==> src/rtl/fir_csa_pipe_subtractor.sv <==
// Pipelined signed subtractor: in1 - in2 resolved two bits per stage with carry-select slices,
// full-precision DATA_WIDTH+1 result, valid/ready handshake with a global stall.
module fir_csa_pipe_subtractor #(
    parameter int DATA_WIDTH = 8
) (
    input  logic                  clk,
    input  logic                  rst,
    input  logic                  in_valid,
    output logic                  in_ready,
    input  logic [DATA_WIDTH-1:0] in1,
    input  logic [DATA_WIDTH-1:0] in2,
    output logic                  out_valid,
    input  logic                  out_ready,
    output logic [DATA_WIDTH:0]   out_diff
);

    localparam int W = DATA_WIDTH;
    localparam int S = DATA_WIDTH / 2;

    // Both candidate sums are formed up front; the registered carry only drives the final select.
    function automatic logic [2:0] sliceSel(input logic [1:0] a, input logic [1:0] b, input logic cin);
        logic [2:0] sum0;
        logic [2:0] sum1;
        sum0 = {1'b0, a} + {1'b0, ~b};
        sum1 = sum0 + 3'd1;
        return cin ? sum1 : sum0;
    endfunction

    logic         adv;
    logic [2:0]   sliceRes [S];
    logic [W-1:0] diff_q   [S];
    logic [W-1:0] diff_d   [S];
    logic [W-1:0] opA_q    [S-1];
    logic [W-1:0] opA_d    [S-1];
    logic [W-1:0] opB_q    [S-1];
    logic [W-1:0] opB_d    [S-1];
    logic [S-2:0] carry_q;
    logic [S-2:0] carry_d;
    logic [S-1:0] valid_q;
    logic [S-1:0] valid_d;
    logic         msb_q;
    logic         msb_d;

    assign out_valid = valid_q[S-1];
    assign out_diff  = {msb_q, diff_q[S-1]};
    assign in_ready  = adv;

    always_comb begin
        adv = !valid_q[S-1] || out_ready;

        sliceRes[0] = sliceSel(in1[1:0], in2[1:0], 1'b1);
        diff_d[0]   = '0;
        diff_d[0][1:0] = sliceRes[0][1:0];
        valid_d[0]  = in_valid;
        opA_d[0]    = in1;
        opB_d[0]    = in2;

        for (int k = 1; k < S; k++) begin
            sliceRes[k] = sliceSel(opA_q[k-1][2*k +: 2], opB_q[k-1][2*k +: 2], carry_q[k-1]);
            diff_d[k]   = diff_q[k-1];
            diff_d[k][2*k +: 2] = sliceRes[k][1:0];
            valid_d[k]  = valid_q[k-1];
        end

        for (int k = 1; k < S-1; k++) begin
            opA_d[k] = opA_q[k-1];
            opB_d[k] = opB_q[k-1];
        end

        for (int k = 0; k < S-1; k++) begin
            carry_d[k] = sliceRes[k][2];
        end

        // Sign-extension bit of sext(in1) + ~sext(in2) + 1, formed alongside the top slice.
        msb_d = opA_q[S-2][W-1] ^ ~opB_q[S-2][W-1] ^ sliceRes[S-1][2];
    end

    always_ff @(posedge clk or posedge rst) begin
        if (rst) begin
            valid_q <= '0;
            carry_q <= '0;
            msb_q   <= 1'b0;
            for (int k = 0; k < S; k++) begin
                diff_q[k] <= '0;
            end
            for (int k = 0; k < S-1; k++) begin
                opA_q[k] <= '0;
                opB_q[k] <= '0;
            end
        end else if (adv) begin
            valid_q <= valid_d;
            carry_q <= carry_d;
            msb_q   <= msb_d;
            for (int k = 0; k < S; k++) begin
                diff_q[k] <= diff_d[k];
            end
            for (int k = 0; k < S-1; k++) begin
                opA_q[k] <= opA_d[k];
                opB_q[k] <= opB_d[k];
            end
        end
    end

endmodule
==> config.mk <==
export PLATFORM = sky130hd
export DESIGN_NAME = fir_csa_pipe_subtractor
export DESIGN_NICKNAME = d
export VERILOG_FILES = /design/src/rtl/fir_csa_pipe_subtractor.sv
export SDC_FILE = /design/constraint.sdc
export NUM_CORES = 1
export LEC_CHECK = 0
export CAP_MARGIN = 20
export CORE_ASPECT_RATIO = 1.2
export CORE_MARGIN = 2
export CORE_UTILIZATION = 40
export CTS_CLUSTER_SIZE = 25
export DETAILED_ROUTE_END_ITERATION = 7
export SLEW_MARGIN = 20
export SYNTH_ARGS = -nofsm -noshare
export SYNTH_HDL_FRONTEND = slang
export SYNTH_SLANG_ARGS = --single-unit
export TNS_END_PERCENT = 10
==> constraint.sdc <==
create_clock -name clk -period 4.13 [get_ports clk]
set_input_delay 0.826 -clock clk [delete_from_list [all_inputs] [get_ports clk]]
set_output_delay 0.826 -clock clk [all_outputs]
set_load 0.01 [all_outputs]
==> results.yml <==
critical_path:
  cp.required_ns: 3.30
  start_kind: "input pin"
  regToRegEndpoint: "diff_d[5]"
  worstRegToRegCells: 8
  crit_family: "buffers and inverters"
  crit_type: "in2out"
  crit_path_frequent_cell: "clkdlybuf4s50_1"
  rr_startpoint: "opB_d[4]"
  cp_cell_sequence: "clkdlybuf4s50_1, nand2b_4, clkdlybuf4s50_1"
  crit_buf_inv: 2
  crit_path_top_delay_cell: "clkdlybuf4s50_1"
  cp_slowest_stage_delay_ns: 0.53
  cp_max_fo: 2
  end_kind: "output port"
  critPathArrivalTime_ns: 1.92
  rrSetupSlack_ns: 2.26
power_and_ir_drop:
  swShare_pct: 31.7
  power_switching_uw: 674
  vdd_drop_max_mv: 0.444
  pwr-share-seq_pct: 40.9
  p_leak_uw: 0.00134
  power_density_nw_per_um2: 750
  p_int_uw: 1450
  p_clk_share_pct: 13.8
  power_frac_comb_pct: 45.3
clock_tree:
  cts_tree: "done"
  cts_root_buffer: "clkbuf_8"
  cts_inserted_buffers: 5
  cts.sinks: 52
  cts_max_level: 2
  hold_buffers: 0
  clock_latency_ns: 0.30
  path_clk_slew_ns: 0.08
  postCtsSetupRepairBufs: 0
  cts_buffer_depth: 2
  cts_resized: 0
routing:
  first_pass_iters: 3
  post_drt_wl_per_cell_um: 13.0
  vias_per_cell: 4.57
  drtIter0Drc: 76
  drc: 0
  ant_nets: 0
  vias: 1283
  wl_um: 3650
yosys:
  synthesis.nets: 201
  synthCells: 169
  synthDistinctLibCells: 18
  synth-warning-count: 0
  synth_mux_area_share_pct: 23.1
  synth-compound-area-share_pct: 3.46
  synthAdderAreaFrac_pct: 7.44
  syn_area_per_cell_sq_um: 14.3
  ys_seq_elements: 52
  synth_area_sq_um: 2420
  ys_seq_area_share_pct: 53.7
  synth_simple_gate_area_share_pct: 3.77
  synthXorXnorAreaFrac_pct: 2.53
  synth_top_family_by_area: "multiplexers"
floorplanning:
  start_util_pct: 40.8
  dieArea_sq_um: 6700
  rows: 31
  die_h_um: 89.2
  die_x_um: 75.0
  pin_count: 31
  core_area_sq_um: 5930
job:
  max_cap_viol_count: 0
global_routing:
  antenna_found_initial: 0
  gr-total-overflow: 0
  first_global_vias: 1423
  grt_pass1_wl_um: 6350
  grt_start_max_net_pins: 68
  grt_usage_pct: 12.5
placement:
  port_buffers: 30
  dp_hpwl_um: 2390
  finalWeightedCongestion: 0.704
sta:
  worstMarginPinSlew_ns: 0.934
  post-route-period-util_pct: 66.5
  fmax_ghz: 0.364
  rsz0062_at_grt: "false"
  tns_ns: 0
  maxSlewViolCount: 0
  fin_hold_ws_ns: 0.498
  finalHoldViolCount: 0
  min_period_ns: 2.75
  finalSetupViolCount: 0
  slew_headroom_pct: 37.7
  fin_worst_skew_ns: 0.00449
cells_and_area:
  area_growth_syn_to_layout_pct: 16.9
  final_common_cell: "dfrtp_1"
  layout-drive-gt1-share_pct: 23.1
  diodes: 0
  num-nets-final: 230
  final_cell_mix: "52 x dfrtp_1, 36 x mux2_4, 30 x clkdlybuf4s50_1"
min_path:
  min_from: "valid_q[2]"
  hold_end: "valid_q[3]"
  hold_class: "reg2reg"
  hold_depth: 1
outcome:
  outcome: "completed"
-- cell families (layout without fill, tap and decap cells) --
group           Yosys count  in the layout
compound gates           16             16
xor+xnor                  7              7
fa+ha+maj                12             12
buf+inv                  23             53
flops                    52             52
mux                      38             38
simple gates             21             21
-- through the flow --
stage | std cells | util, % | setup WS (ns) | instance area, sq um | power, uW
after floorplan | 169 | - | 1.96 | 2420 | 1620
after global placement | 273 | 46.2 | 1.37 | 2740 | 1800
after detailed placement | 273 | 46.2 | 1.38 | 2740 | 1850
after CTS | 281 | 47.7 | 1.37 | 2830 | 2160
after global routing | 281 | 47.7 | 1.36 | 2830 | 2310
final | 281 | 47.7 | 1.38 | 2830 | 2120
-- power by group through the flow --
stage	clock, uW	sequential [uW]	combinational [uW]
floorplan	0	862	754
global placement	0	867	934
detailed placement	0	882	966
CTS	304	873	979
global route	332	900	1070
finish	293	868	963
-- synth_stat cells, drive strengths merged --
cell	number	share of area (%)
dfrtp	52	54
mux2	36	22
inv	14	2.2
a21oi	10	2.2
nor2	10	1.5
buf	9	3.8
nand2	9	1.4
ha	8	4.1
o21ai	6	1.2
xnor2	6	2.2
fa	4	3.3
mux2i	2	0.83
nand2b	2	0.83
xor2	1	0.36
-- metal layers --
layer  track usage, %  up-vias  routed length [um]
met3             3.04        6                 129
met4             5.52        0                  71
met2             21.5       18                1850
li1                 -      612                   -
met5                0        -                   0
met1             14.8      647                1600
-- area by class of cell --
type	instances	area (sq um)
Clock buffer	8	90.1
Fill cell	520	3100
Inverter	14	53.8
Multi-Input combinational cell	94	977
Sequential cell	52	1300
Tap cell	82	103
Timing Repair Buffer	31	308
-- flip-flops by register name, summed over array words and instances, names as in the netlist --
| signal | cells |
|---|---|
| msb_q | 1 |
| opB_d | 10 |
| out_diff | 8 |
| carry_q | 3 |
| opA_q | 2 |
| diff_d | 12 |
| valid_q | 4 |
| opB_q | 2 |
| opA_d | 10 |
-- worst max path at each step --
stage               from        to  slack, ns  cells after the start
2_1_floorplan  out_ready  in_ready       1.96                      4
3_3_place_gp   out_ready  in_ready       1.37                      3
3_5_place_dp   out_ready  in_ready       1.38                      3
4_1_cts        out_ready  in_ready       1.37                      3
5_1_grt        out_ready  in_ready       1.36                      3
6_report       out_ready  in_ready       1.38                      3
(Power assumes the default switching activity.)
